## src/rtl/fp_round_pack.sv

```systemverilog
`default_nettype none
// ============================================================================
//  Module   : fp_round_pack
//  Purpose  : Final stage of the 12-bit two's-complement to 8-bit float
//             converter. Derives the 3-bit exponent and the round bit from the
//             11-bit magnitude, rounds half-up (or truncates), saturates on
//             overflow and packs {sign, exp[2:0], frac[3:0]}.
//             Two-stage valid/ready pipeline with full backpressure, plus a
//             saturating count of saturated results delivered.
//  Ports    : clk        - clock, rising edge
//             rst_n      - asynchronous active-low reset
//             in_valid   - upstream sample valid
//             in_ready   - sample accepted this cycle
//             sign_in    - sign of the original sample (1 = negative)
//             mag_in     - 11-bit magnitude
//             frac_in    - 4 bits following the leading one of mag_in
//             sat_in     - upstream overflow, forces a saturated result
//             out_valid  - packed float valid
//             out_ready  - downstream accepts the float
//             float_out  - {sign, exp[2:0], frac[3:0]}
//             sat_flag   - float_out is saturated (qualified by out_valid)
//             sat_count  - number of saturated results delivered
//  Revision : 1.0 - initial release
// ============================================================================
module fp_round_pack #(
    parameter bit ROUND_EN = 1'b1,
    parameter int SATCNT_W = 8
) (
    input  logic                clk,
    input  logic                rst_n,
    input  logic                in_valid,
    output logic                in_ready,
    input  logic                sign_in,
    input  logic [10:0]         mag_in,
    input  logic [3:0]          frac_in,
    input  logic                sat_in,
    output logic                out_valid,
    input  logic                out_ready,
    output logic [7:0]          float_out,
    output logic                sat_flag,
    output logic [SATCNT_W-1:0] sat_count
);

    localparam logic [SATCNT_W-1:0] c_SATCNT_MAX = '1;
    localparam logic [6:0]          c_SAT_BODY   = 7'h7F;

    // ------------------------------------------------------------------
    // Stage 1 combinational: leading-one position, exponent, round bit
    // ------------------------------------------------------------------
    logic [3:0] w_lead;     // index of leading one, 0 when mag_in < 16
    logic [2:0] w_exp;
    logic       w_round;

    always_comb begin
        w_lead = 4'd0;
        for (int i = 4; i <= 10; i++) begin
            if (mag_in[i]) begin
                w_lead = 4'(i);
            end
        end
    end

    assign w_exp = (w_lead == 4'd0) ? 3'd0 : 3'(w_lead - 4'd3);

    // Round bit sits just below the 4 fraction bits; none exists for p <= 4.
    always_comb begin
        w_round = 1'b0;
        if (ROUND_EN) begin
            for (int i = 5; i <= 10; i++) begin
                if (w_lead == 4'(i)) begin
                    w_round = mag_in[i-5];
                end
            end
        end
    end

    // ------------------------------------------------------------------
    // Handshake
    // ------------------------------------------------------------------
    logic r1_valid;
    logic r2_valid;
    logic w_s2_ready;

    assign w_s2_ready = !r2_valid || out_ready;
    assign in_ready   = !r1_valid || w_s2_ready;

    // ------------------------------------------------------------------
    // Stage 1 registers
    // ------------------------------------------------------------------
    logic       r1_sign;
    logic [3:0] r1_frac;
    logic       r1_sat;
    logic [2:0] r1_exp;
    logic       r1_round;

    always_ff @(posedge clk or negedge rst_n) begin
        if (!rst_n) begin
            r1_valid <= 1'b0;
            r1_sign  <= 1'b0;
            r1_frac  <= 4'd0;
            r1_sat   <= 1'b0;
            r1_exp   <= 3'd0;
            r1_round <= 1'b0;
        end else if (in_ready) begin
            r1_valid <= in_valid;
            if (in_valid) begin
                r1_sign  <= sign_in;
                r1_frac  <= frac_in;
                r1_sat   <= sat_in;
                r1_exp   <= w_exp;
                r1_round <= w_round;
            end
        end
    end

    // ------------------------------------------------------------------
    // Stage 2 combinational: round, exponent carry, saturation, pack
    // ------------------------------------------------------------------
    logic [4:0] w_sum;
    logic [3:0] w_exp_inc;
    logic       w_sat;
    logic [7:0] w_float;

    assign w_sum     = {1'b0, r1_frac} + {4'd0, r1_round};
    // A fraction carry-out (sum of 16) leaves frac = 0 and bumps the exponent.
    assign w_exp_inc = {1'b0, r1_exp} + {3'd0, w_sum[4]};
    assign w_sat     = r1_sat || w_exp_inc[3];
    assign w_float   = w_sat ? {r1_sign, c_SAT_BODY}
                             : {r1_sign, w_exp_inc[2:0], w_sum[3:0]};

    // ------------------------------------------------------------------
    // Stage 2 registers (output)
    // ------------------------------------------------------------------
    logic [7:0]          r2_float;
    logic                r2_sat;
    logic [SATCNT_W-1:0] r_sat_count;

    always_ff @(posedge clk or negedge rst_n) begin
        if (!rst_n) begin
            r2_valid <= 1'b0;
            r2_float <= 8'h00;
            r2_sat   <= 1'b0;
        end else if (w_s2_ready) begin
            r2_valid <= r1_valid;
            if (r1_valid) begin
                r2_float <= w_float;
                r2_sat   <= w_sat;
            end
        end
    end

    always_ff @(posedge clk or negedge rst_n) begin
        if (!rst_n) begin
            r_sat_count <= '0;
        end else if (r2_valid && out_ready && r2_sat && (r_sat_count != c_SATCNT_MAX)) begin
            r_sat_count <= r_sat_count + 1'b1;
        end
    end

    assign out_valid = r2_valid;
    assign float_out = r2_float;
    assign sat_flag  = r2_sat;
    assign sat_count = r_sat_count;

endmodule
`default_nettype wire
```

## config.mk

```make
export PLATFORM = sky130hd
export DESIGN_NAME = fp_round_pack
export DESIGN_NICKNAME = d
export VERILOG_FILES = /design/src/rtl/fp_round_pack.sv
export SDC_FILE = /design/constraint.sdc
export NUM_CORES = 1
export LEC_CHECK = 0
export BUFFER_PORTS_ARGS = -buffer_cell sky130_fd_sc_hd__buf_2
export CAP_MARGIN = 30
export CELL_PAD_IN_SITES_DETAIL_PLACEMENT = 2
export CELL_PAD_IN_SITES_GLOBAL_PLACEMENT = 2
export CORE_MARGIN = 2
export CORE_UTILIZATION = 33
export CTS_CLUSTER_SIZE = 25
export DETAILED_ROUTE_END_ITERATION = 6
export HOLD_SLACK_MARGIN = 0.12
export PLACE_DENSITY_LB_ADDON = 0.12
export SYNTH_ARGS = -nofsm -noshare
export SYNTH_HDL_FRONTEND = slang
export SYNTH_SLANG_ARGS = --single-unit
```

## constraint.sdc

```tcl
create_clock -name clk -period 1.9 [get_ports clk]
set_clock_uncertainty 0.05 [all_clocks]
set_input_delay 0.38 -clock clk [delete_from_list [all_inputs] [get_ports clk]]
set_output_delay 0.38 -clock clk [all_outputs]
set_load 0.05 [all_outputs]
```

After elaboration in Yosys (flattened, before gate mapping)
Index checks and enable logic that the tools add are counted.
{ "classes": {"mux": 15, "reduce_logical": 11, "n_eq_ne": 7, "addsub": 4} }
{ "ops": {"columns": ["op", "count"], "rows": [
  ["2-to-1 mux 3 bit", 5],
  ["== test 4 x 3 -> 1 bit (second input constant)", 3],
  ["== test 4 bit (second input constant)", 3],
  ["2-to-1 mux 4 bit", 3],
  ["adder 8 x 1 -> 8 bit (second input constant)", 1],
  ["inequality test 8 bit (second input constant)", 1],
  ["2-to-1 mux 7 bit", 1],
  ["2-to-1 mux 1 bit", 6],
  ["adder 4 x 1 -> 5 bit", 1],
  ["adder 3 x 1 -> 4 bit", 1],
  ["logical NOT 4 bit", 1],
  ["AND reduction 2 bit", 2],
  ["logical AND 1 bit", 3],
  ["logical OR 1 bit", 3],
  ["subtractor 3 x 2 -> 3 bit (second input constant)", 1],
  ["logical NOT 1 bit", 2]
]} }
{ "totals": {"inputBits": 21, "output_inout_bits": 19, "regBits": 29, "wordCells": 47} }

Longest topological paths before layout
Gate-level depths: netlist (run 1).
{ "logic_depth": {"ltp_word": 14, "mapped_depth": 9, "depth_no_buf": 9} }

Least setup slack after synthesis (run 1)
Ideal clock, no wire load.
{ "synth_path": {"path_type": "reg2reg", "startpoint": "register r2_valid, in the netlist out_valid", "endpoint": "register r1_frac[3]", "n_path_buf": 1, "arrival_time_ns": 1.642, "required_time_ns": 1.725, "path_stages_with_launch": 5, "slack_ns": 0.084, "cell_sequence": "dfrtp_1 -> nand3b_4 -> nand2_2 -> buf_6 -> mux2_2"} }
{ "synth_between": {"elab_chain_len": 4} }
{ "synth_rtl": {"columns": ["element", "line", "rtl"], "rows": [
  ["start: declaration", "81", "logic r2_valid;"],
  ["start signal: assignment", "144", "r2_valid <= r1_valid;"],
  ["logical NOT 1 bit", "84", "assign w_s2_ready = !r2_valid || out_ready;"],
  ["logical OR 1 bit", "84", null],
  ["logical OR 1 bit", "85", "assign in_ready = !r1_valid || w_s2_ready;"],
  ["named net in_ready", "32", "output logic in_ready,"],
  ["AND reduction 2 bit (no source line)", null, null],
  ["end signal: assignment", "108", "r1_frac <= frac_in;"],
  ["end: declaration", "91", "logic [3:0] r1_frac;"]
]} }
The timed path passes the listed nets, and every way through them passes these cells.
A chain may end at the register's enable or synchronous reset.

Worst setup path after layout (run 1)
{ "layout_path": {"startpoint": "register r1_frac[0]", "endpoint": "register r2_float[6], in the netlist float_out[6]"} }
{ "layout_between": {"elab_chain_len": 4} }
{ "layout_rtl": {"columns": ["element", "line", "rtl"], "rows": [
  ["adder 4 x 1 -> 5 bit *", "124", "assign w_sum = {1'b0, r1_frac} + {4'd0, r1_round};"],
  ["adder 3 x 1 -> 4 bit *", "126", "assign w_exp_inc = {1'b0, r1_exp} + {3'd0, w_sum[4]};"],
  ["logical OR 1 bit", "127", "assign w_sat = r1_sat || w_exp_inc[3];"],
  ["2-to-1 mux 7 bit *", "128", "assign w_float = w_sat ? {r1_sign, c_SAT_BODY}"],
  ["end signal: assignment", "146", "r2_float <= w_float;"],
  ["end: declaration", "134", "logic [7:0] r2_float;"]
]} }
Every way passes the cells marked *; elsewhere a longest branch is shown, timed or not.

==> run metrics, run 1 <==
register area=726 um^2; DRT met1 WL=1.58 mm; WP data arrival=1.92 ns; critical path's largest stage delay=0.39 ns; met3 wire len=147 um; synthesis-stage register bit count=29; # DRC=0; Routed WL=3.70 mm; initial antenna violation count=0; Multi-input gate area=744 um^2; Seq/Total Area, Yosys=0.489; Slew HR=0.558; Slew @ Worst Pin=0.663 ns; r2r worst-path depth=7; synthesis warning total=0; dpl ws=-0.159 ns; CP max-delay cell=dfrtp_1; period utilization=0.949; maximum vdd drop=0.000366 V; 1st-pass router iterations=4; Starting Density=0.341; crit path capture=float_out[6]$_DFFE_PN0P_; setup TNS=0 ns; gate count after technology mapping=125; chip width=between 70 and 80 um; Required @ worst endpoint=2.02 ns; HPWL after detailed placement=about 3.0 mm; Max Slew Vio Count=0; routed wl met2=1.90 mm; Num Clock Sinks=29; R2R Path End=float_out[6]$_DFFE_PN0P_; Clk Latency, worst-skew pair=0.28 ns; Clock H-tree levels=2; Final Hold Vio Count=0; Clock transition at path regs=around 0.060 ns; CTS tree=yes; area leader, netlist=dfrtp_1; PwrDens=1200 nW/um^2; Setup Buffers After CTS=0; minimum clock period=1.80 ns; Vias=1179; RR Startpoint=r1_frac[0]$_DFFE_PN0P_; top routing layer in use=met4; CTS Buf Count=5; Worst Setup Start Kind=flip-flop; r2r setup slk=around 0.098 ns; WL/cell=16.3 um; core area=4350 um^2; largest net degree at the start of global routing=30; worst-path cell chain=ha_2, ha_1, and3_1, ha_2, ha_1, xor2_1, o22a_1; number of vias per cell=5.19; RSZ-0062 raised after global routing=no; grt ovf=0; post-route design area=1880 um^2; Syn-to-layout area delta=26.6%; cell family with most CP delay=adder cells; NumNets Final=205; leakage power=0.862 nW; RePlAce Congestion=0.837; DIE AREA=between 5000 and 6000 um^2; placed inst area=1760 um^2; Synth cell types=36; CP Max Fanout=2; row count=24; syn_nets=about 160; Die Span Y=71.1 um; worst hold path type=in2reg; # IOs=40; DRT antenna net count=0; gr usage total=0.167; CTS root buf=clkbuf_8; Post-Syn Area per Cell=around 12 um^2; Crit path buffers/inverters=0; IO buf count=39; Ant. Diodes=0; top cell type's share of synthesized area=0.489; first-pass GRT wire length=6.45 mm; FMAX=555 MHz; vias in the first global route=1306; final worst slack=just under 0.1 ns; top post-synthesis cells by area=dfrtp_1, ha_1, mux2_2, o22a_1, a21oi_1; CTS Buffer Depth=2; synthesized area=1480 um^2; Crit Path Class=reg2reg; critical path depth in cells=7; Worst setup EP type=flip-flop; Fill cells=approximately 470; CP Launch Point=r1_frac[0]$_DFFE_PN0P_; Iter 0 DRT Violations=22; Max-cap violations=0; share of post-route cells with drive strength above 1=0.400; outcome=finished, final reports clean; final-report setup violation count=0
==> per-layer routing <==
layer  vias up  GRT usage
met5         -          0
met4         0     0.0587
met3         8     0.0470
met2        30      0.288
met1       587      0.199
li1        554          -
==> cells in the mapped netlist <==
cell / instances
and2_1: 1
xor2_1: 4
o22a_1: 7
a31oi_1: 1
a21oi_2: 1
a21oi_1: 9
and3_1: 2
mux2i_1: 1
nand3_1: 3
or2_1: 1
nand2_4: 1
o21ai_0: 4
nand2b_1: 3
mux2_2: 7
nor2b_1: 1
or2b_1: 1
a31oi_4: 1
o21a_1: 1
nand2_1: 7
o21bai_1: 1
nand2_2: 1
nand3b_4: 1
nor4_1: 1
nand4_1: 4
ha_1: 9
o41ai_1: 1
nor2_1: 3
and3_4: 3
mux2_4: 1
and2b_1: 1
nor3_1: 1
xnor2_1: 4
inv_1: 4
buf_6: 2
dfrtp_1: 29
o31ai_1: 3
==> cells in the final DEF (no fill, tap or decap), drive strengths merged, types with 2 or more instances in the layout <==
cell and instances:
dfrtp 29, a31oi 2, o21ai 4, xor2 4, nand4 4, nand3 3
mux2 8, clkbuf 7, o31ai 3, o22a 7, nand2b 3, a21oi 10
and3 5, buf 44, ha 9, xnor2 4, inv 4, nand2 9
nor2 3
==> per-stage QoR <==
stage / util / hold WS [ns] / std cells / total power [mW]
2_1_floorplan: - / 0.0344 / 125 / 1.51
3_3_place_gp: 0.404 / 0.390 / 219 / 1.73
3_5_place_dp: 0.404 / 0.404 / 219 / 1.77
4_1_cts: 0.428 / 0.272 / 227 / 2.30
5_1_grt: 0.432 / 0.280 / 227 / 2.41
6_report: 0.432 / 0.281 / 227 / 2.26
==> state kept, by name (all words and copies together) (netlist names) <==
name and count:
float_out 8, sat_count 8, r1_frac 4, r1_exp 3
out_valid 1, r1_round 1, r1_sat 1, r1_sign 1
r1_valid 1, sat_flag 1
==> where the power goes <==
| group | total, mW | leakage (nW) | switching [mW] | internal [mW] |
|---|---|---|---|---|
| Sequential | 0.903 | 0.335 | 0.146 | 0.757 |
| Clock | 0.503 | 0.0443 | 0.217 | 0.286 |
| Combinational | 0.858 | 0.483 | 0.593 | 0.265 |
| Total | 2.26 | 0.862 | 0.956 | 1.31 |
==> layout make-up <==
| class | count | area share |
|---|---|---|
| tap | 52 | 0.0346 |
| clock buffer | 7 | 0.0459 |
| inverter | 4 | 0.00799 |
| multi-input combinational | 90 | 0.396 |
| timing repair buffer | 45 | 0.129 |
| sequential | 29 | 0.386 |
==> cell families (layout without fill, tap and decap cells) <==
kind of cell	Yosys count	in the layout	share of synthesized area
AND/OR/NAND/NOR	35	35	0.152
buffers and inverters	6	56	0.0253
flip-flops	29	29	0.489
multiplexers	9	9	0.0700
AO/OA/AOI/OAI	29	29	0.141
adder cells (fa/ha/maj)	9	9	0.0759
XOR/XNOR	8	8	0.0472
==> worst min path at each step <==
| stage | start | to | slack (ns) | cells past startpoint |
|---|---|---|---|---|
| 5_1_grt | sat_in | r1_sat$_DFFE_PN0P_ | 0.28 | 2 |
| 3_3_place_gp | rst_n | float_out[3]$_DFFE_PN0P_ | 0.39 | 1 |
| 6_report | sat_in | r1_sat$_DFFE_PN0P_ | 0.28 | 2 |
| 3_5_place_dp | rst_n | float_out[3]$_DFFE_PN0P_ | 0.40 | 1 |
| 2_1_floorplan | rst_n | float_out[0]$_DFFE_PN0P_ | 0.03 | 0 |
| 4_1_cts | sat_in | r1_sat$_DFFE_PN0P_ | 0.27 | 2 |
==> repair_timing <==
action                     CTS  global route
hold buffers                 1             0
hold endpoints to repair    29             0
gates resized for setup      1             4
pin swaps                    0             2
setup endpoints to repair    7             9
cloned                       0             0
No activity file was read; power rests on OpenSTA's default activity.
==> run 2, diff against run 1 <==
--- a/config.mk
+++ b/config.mk
@@ -5,12 +5,13 @@
 export SDC_FILE = /design/constraint.sdc
 export NUM_CORES = 1
 export LEC_CHECK = 0
+export ABC_AREA = 1
 export BUFFER_PORTS_ARGS = -buffer_cell sky130_fd_sc_hd__buf_2
 export CAP_MARGIN = 30
 export CELL_PAD_IN_SITES_DETAIL_PLACEMENT = 2
 export CELL_PAD_IN_SITES_GLOBAL_PLACEMENT = 2
-export CORE_MARGIN = 2
-export CORE_UTILIZATION = 33
+export CORE_MARGIN = 3
+export CORE_UTILIZATION = 30
 export CTS_CLUSTER_SIZE = 25
 export DETAILED_ROUTE_END_ITERATION = 6
 export HOLD_SLACK_MARGIN = 0.12
==> constraint.sdc (replaced) <==
create_clock -name clk -period 1.9 [get_ports clk]
set_clock_uncertainty 0.05 [all_clocks]
set_input_delay 0.38 -clock clk [delete_from_list [all_inputs] [get_ports clk]]
set_output_delay 0.38 -clock clk [all_outputs]
set_load 0.01 [all_outputs]
==> run metrics, run 2 <==
outcome=finished, final reports clean; Crit Path Class=reg2reg; Syn-to-layout area delta=26.9%; RePlAce Congestion=0.722 (-14%); worst-path cell chain=ha_2, ha_1, and3_1, ha_2, nand3_1, nand2_2, buf_4, nor2_2, o21ai_0; Max Slew Vio Count=0 (unchanged); area leader, netlist=dfrtp_1; Non-Filler Instances=318 (+40%); Die Span Y=79.0 um (+11%); Slew @ Worst Pin=0.652 ns (-0.0110 ns); row count=25 (+4.2%); dpl ws=-0.119 ns (+0.0401 ns); # IOs=40 (unchanged); top post-synthesis cells by area=dfrtp_1, nand2_1, ha_1, nand3_1, inv_1; initial antenna violation count=0 (unchanged); Final Hold Vio Count=0 (unchanged); gr usage total=0.158 (-0.00836); Seq/Total Area, Yosys=0.453 (-0.0356); Vias=1484 (+26%); DIE AREA=6250 um^2 (+24%); r2r setup slk=0.11 ns (about the same); leakage power=1.07 nW (+24%); placed inst area=1920 um^2 (+9.1%); CTS Buf Count=5 (unchanged); Num Clock Sinks=29 (unchanged); first-pass GRT wire length=7.73 mm (+20%); Crit path buffers/inverters=1 (+1); final-report setup violation count=0 (unchanged); Max-cap violations=0 (unchanged); most common cell after layout, fill and taps aside=nand2_1; Clock transition at path regs=0.06 ns (about the same); hold slack=0.283 ns (+0.00278 ns); CP dominant cell by count=ha_2; Slew HR=0.566 (+0.00734); post-route design area=2030 um^2 (+8.1%); synthesized area=1600 um^2 (+7.8%); Clk Latency, worst-skew pair=0.28 ns (about the same); CTS tree=yes; Worst Setup Start Kind=flip-flop; syn_nets=228 (+47%); NumNets Final=281 (+37%); critical path's largest stage delay=0.40 ns (about the same); most instantiated cells after synthesis=nand2_1, dfrtp_1, inv_1, nor2_1, nand3_1; WP data arrival=1.90 ns (-0.02 ns); CP max-delay cell=dfrtp_1; top cell type's share of synthesized area=0.453 (-0.0356); # DRC=0 (unchanged); Routed WL=4.33 mm (+17%); Ant. Diodes=0 (unchanged); core area=4940 um^2 (+14%); number of vias per cell=4.67 (-10%); maximum vdd drop=0.000376 V (+2.8%); most common cell in the netlist=nand2_1; number of synthesized flops with an enable pin=0 (unchanged); WL/cell=13.6 um (-16%); hold endpoint=r1_frac[1]$_DFFE_PN0P_; synthesis warning total=0 (unchanged); Synth cell types=23 (-36%); chip width=79.0 um (+11%); 1st-pass router iterations=4 (unchanged); commonest non-fill, non-tap cells in the layout=nand2_1, buf_2, dfrtp_1; RR Startpoint=r1_frac[0]$_DFFE_PN0P_; Top FF cell, synth=dfrtp_1; Post-synth ARST share=1.00 (unchanged); Starting Density=0.324 (-0.0170); Fill cells=633 (+35%); largest net degree at the start of global routing=30 (unchanged); gate count after technology mapping=198 (+58%); PwrDens=1070 nW/um^2 (-12%); R2R Path End=float_out[5]$_DFFE_PN0P_; CTS root buf=clkbuf_8; HPWL after detailed placement=3.42 mm (+16%); FMAX=558 MHz (+0.52%); Required @ worst endpoint=2.01 ns (about the same); Post-Syn Area per Cell=8.08 um^2 (-32%); minimum clock period=1.79 ns (-0.00935 ns); worst hold path type=in2reg; vias in the first global route=1593 (+22%); r2r worst-path depth=9 (+2); final worst slack=0.107 ns (+0.00935 ns); IO buf count=39 (unchanged); hold path start=frac_in[1]; DRT antenna net count=0 (unchanged); CTS Buffer Depth=2 (unchanged); Hold Path Cell Cnt=3 (+1); cell family with most CP delay=adder cells; grt ovf=0 (unchanged); Worst setup EP type=flip-flop; period utilization=0.944 (-0.00492); synthesis-stage register bit count=29 (unchanged); Clock H-tree levels=2 (unchanged); CP Max Fanout=4 (+2); # placed instances=310 (+42%); share of post-route cells with drive strength above 1=0.275 (-0.125); Iter 0 DRT Violations=30 (+36%)
==> run 2: cell types whose count changed after synthesis, sizes merged, moves of 2 or more <==
cell	change
a31oi	-2
and3	-4
o31ai	-3
nand2b	-3
inv	+16
nand3	+14
o22a	-7
a21oi	+4
mux2	-8
nor2	+16
nand4	-2
o21ai	+5
nand2	+57
==> run 2: layout make-up <==
| class | count | area [um^2] | area share |
|---|---|---|---|
| clock buffers | 7 | 86.3 | 0.0425 |
| inverters | 20 | 75.1 | 0.0370 |
| multi-input cells | 146 | 787 | 0.388 |
| well taps | 67 | 83.8 | 0.0413 |
| repair buffers | 49 | 273 | 0.134 |
| flip-flops and latches | 29 | 726 | 0.357 |
==> run 2: worst register-to-register path: cells and delay by family, from the launching register on <==
family | cells | cell delay (ns)
AOI/OAI and AO/OA | 1 | 0.07
buffers and inverters | 1 | 0.15
and+or+nand+nor | 4 | 0.43
DFF | 1 | 0.40
adders and majority gates | 3 | 0.58
==> run 2: how the worst max path moves through the flow <==
| stage | start | endpoint | cells after the start |
|---|---|---|---|
| floorplan | mag_in[5] | r1_round$_DFFE_PN0P_ | 13 |
| global placement | mag_in[5] | r1_round$_DFFE_PN0P_ | 14 |
| detailed placement | mag_in[5] | r1_round$_DFFE_PN0P_ | 14 |
| CTS | r1_frac[0]$_DFFE_PN0P_ | float_out[1]$_DFFE_PN0P_ | 9 |
| global route | r1_frac[0]$_DFFE_PN0P_ | float_out[5]$_DFFE_PN0P_ | 9 |
| finish | r1_frac[0]$_DFFE_PN0P_ | float_out[5]$_DFFE_PN0P_ | 9 |
==> run 2: metal layers <==
metal  up-vias  share of wire  global-route usage  wire (um)
met5         -              0                   0          0
met4         0          0.017              0.0567         73
met3         7          0.030              0.0340        132
met2        24           0.50               0.267       2180
met1       721           0.45               0.200       1940
li1        732              -                   -          -
==> run 2: stage by stage <==
stage,setup TNS (ns),utilization,total power [mW]
floorplan,0,-,1.33
CTS,0,0.408,2.20
global placement,0,0.388,1.63
detailed placement,-0.120,0.388,1.66
global route,-0.0227,0.411,2.36
finish,0,0.411,2.16
==> run 2: kinds of logic (layout without fill, tap and decap cells) <==
logic type / Yosys count / in the layout / share of synthesized area
AOI/OAI and AO/OA: 23 / 23 / 0.0790
xor gates and xnor gates: 7 / 7 / 0.0430
adders and majority gates: 9 / 9 / 0.0704
buffers and inverters: 23 / 76 / 0.0641
DFF: 29 / 29 / 0.453
and+or+nand+nor: 107 / 107 / 0.290
==> run 2: what timing repair did <==
item                       in CTS  in global routing
setup endpoints to repair       3                  7
buffers inserted                0                  0
gates resized for setup         1                  5
hold buffers                    1                  0
pin swaps                       0                  1
hold endpoints to repair       29                  0
==> run 2: power by group <==
part	internal, mW	leakage, nW	total (mW)	switching, mW
registers	0.782	0.345	0.932	0.151
clock network	0.287	0.0443	0.508	0.221
logic	0.300	0.677	0.723	0.423
==> run 3, diff against run 2 <==
--- a/config.mk
+++ b/config.mk
@@ -5,13 +5,12 @@
 export SDC_FILE = /design/constraint.sdc
 export NUM_CORES = 1
 export LEC_CHECK = 0
-export ABC_AREA = 1
 export BUFFER_PORTS_ARGS = -buffer_cell sky130_fd_sc_hd__buf_2
 export CAP_MARGIN = 30
 export CELL_PAD_IN_SITES_DETAIL_PLACEMENT = 2
 export CELL_PAD_IN_SITES_GLOBAL_PLACEMENT = 2
 export CORE_MARGIN = 3
-export CORE_UTILIZATION = 30
+export CORE_UTILIZATION = 33
 export CTS_CLUSTER_SIZE = 25
 export DETAILED_ROUTE_END_ITERATION = 6
 export HOLD_SLACK_MARGIN = 0.12
==> run metrics, run 3 (synthesis gave the netlist of run 1 again) <==
outcome=finished, final reports clean; vias in the first global route=1296 (-19%); CP max-delay cell=dfrtp_1; CP Max Fanout=8 (+4); Clk Latency, worst-skew pair=0.27 ns (about the same); CTS Buf Count=5 (unchanged); NumNets Final=205 (-27%); Clock transition at path regs=0.06 ns (about the same); number of vias per cell=5.24 (+12%); PwrDens=1040 nW/um^2 (-2.6%); Fill cells=456 (-28%); Worst setup EP type=flip-flop; row count=23 (-8.0%); r2r worst-path depth=7 (-2); Max Slew Vio Count=0 (unchanged); Required @ worst endpoint=2.01 ns (about the same); Starting Density=0.356 (+0.0318); # DRC=0 (unchanged); minimum clock period=1.78 ns (-0.0139 ns); Crit path buffers/inverters=0 (-1); worst hold path type=in2reg; core area=4170 um^2 (-16%); Num Clock Sinks=29 (unchanged); GR peak layer=met2; 1st-pass router iterations=4 (unchanged); chip width=73.1 um (-7.6%); GR Layer Usage met1=0.184 (-0.0162); Vias=1180 (-20%); grt ovf=0 (unchanged); initial antenna violation count=0 (unchanged); Final Hold Vio Count=0 (unchanged); CP dominant cell by count=ha_2; Crit Path Class=reg2reg; IO buf count=39 (unchanged); gr usage total=0.159 (+0.000470); share of post-route cells with drive strength above 1=0.406 (+0.131); Iter 0 DRT Violations=27 (-10%); Slew @ Worst Pin=0.674 ns (+0.0222 ns); HPWL after detailed placement=3.04 mm (-11%); first-pass GRT wire length=6.36 mm (-18%); setup TNS=0 ns (unchanged); overall power=1.95 mW (-9.9%); # IOs=40 (unchanged); Routed WL=3.95 mm (-8.8%); critical path depth in cells=7 (-2); WL/cell=17.5 um (+29%); met2 Use GR=0.276 (+0.00923); RePlAce Congestion=0.848 (+17%); RSZ-0062 raised after global routing=no; FMAX=562 MHz (+0.78%); Worst Setup Start Kind=flip-flop; leakage power=0.861 nW (-19%); period utilization=0.936 (-0.00731); maximum vdd drop=0.000295 V (-22%); cell family with most CP delay=adder cells; hold slack=0.287 ns (+0.00407 ns); DIE AREA=5340 um^2 (-15%); CTS tree=yes; routing usage on met3=0.0455 (+0.0114); CTS Buffer Depth=2 (unchanged); critical path's largest stage delay=0.38 ns (-0.02 ns); CTS root buf=clkbuf_8; commonest non-fill, non-tap cells in the layout=buf_2, dfrtp_1, a21oi_1; Max-cap violations=0 (unchanged); Slew HR=0.551 (-0.0148); DRT antenna net count=0 (unchanged); most common cell after layout, fill and taps aside=buf_2; WP data arrival=1.89 ns (about the same); Ant. Diodes=0 (unchanged); Hold Path Cell Cnt=2 (-1); largest net degree at the start of global routing=30 (unchanged); Die Span Y=73.1 um (-7.6%); Clock H-tree levels=2 (unchanged); worst-path cell chain=ha_2, ha_2, and3_1, ha_2, a31oi_4, nand2_4, o22a_1; Syn-to-layout area delta=26.6%; final-report setup violation count=0 (unchanged)
run 3: what timing repair did:
item / in CTS / in global routing
gates resized for setup: 2 / 4
hold buffers: 1 / 0
pin swaps: 0 / 5
endpoints found under the setup margin: 8 / 8
buffers inserted: 0 / 0
endpoints found under the hold margin: 29 / 0
run 3: worst reg2reg max path: stages, from the launching register on:
cell	delay (ns)
dfrtp_1	0.38
ha_2	0.20
ha_2	0.18
and3_1	0.15
ha_2	0.19
a31oi_4	0.21
nand2_4	0.10
o22a_1	0.20
run 3: cell type report:
| class | count | area, um^2 | area share |
|---|---|---|---|
| Multi-Input combinational cell | 90 | 747 | 0.397 |
| Tap cell | 50 | 62.6 | 0.0333 |
| Clock buffer | 7 | 86.3 | 0.0459 |
| Timing Repair Buffer | 45 | 243 | 0.129 |
| Sequential cell | 29 | 726 | 0.386 |
| Inverter | 4 | 15.0 | 0.00799 |
run 3: power breakdown:
part | internal, mW | total [mW] | switching [mW]
clock network | 0.287 | 0.507 | 0.220
registers | 0.757 | 0.908 | 0.151
logic | 0.265 | 0.536 | 0.271
total | 1.31 | 1.95 | 0.642
run 3: path summary, 6_finish.rpt:
kind / start / endpoint / slack (ns)
worst max-delay path: r1_frac[0]$_DFFE_PN0P_ / float_out[6]$_DFFE_PN0P_ / 0.12
min in group asynchronous: rst_n / float_out[3]$_DFFE_PN0P_ / 0.63
worst min-delay path: frac_in[1] / r1_frac[1]$_DFFE_PN0P_ / 0.29
worst min register to register: float_out[3]$_DFFE_PN0P_ / float_out[3]$_DFFE_PN0P_ / 0.45
worst max register to register: r1_frac[0]$_DFFE_PN0P_ / float_out[6]$_DFFE_PN0P_ / 0.12
max in group asynchronous: rst_n / sat_count[7]$_DFFE_PN0P_ / 0.74
run 3: metrics by stage:
stage	setup slack (ns)	utilization	instances	cell area, um^2
2_1_floorplan	0.159	-	125	1480
3_3_place_gp	-0.0484	0.421	217	1760
3_5_place_dp	-0.200	0.421	217	1760
4_1_cts	0.00642	0.448	225	1870
5_1_grt	0.0139	0.450	225	1880
6_report	0.121	0.450	225	1880
run 3: metal layers:
| layer | routed length [um] | share of wire |
|---|---|---|
| met5 | 0 | 0 |
| met4 | 66 | 0.017 |
| met3 | 189 | 0.048 |
| met2 | 2030 | 0.51 |
| met1 | 1670 | 0.42 |
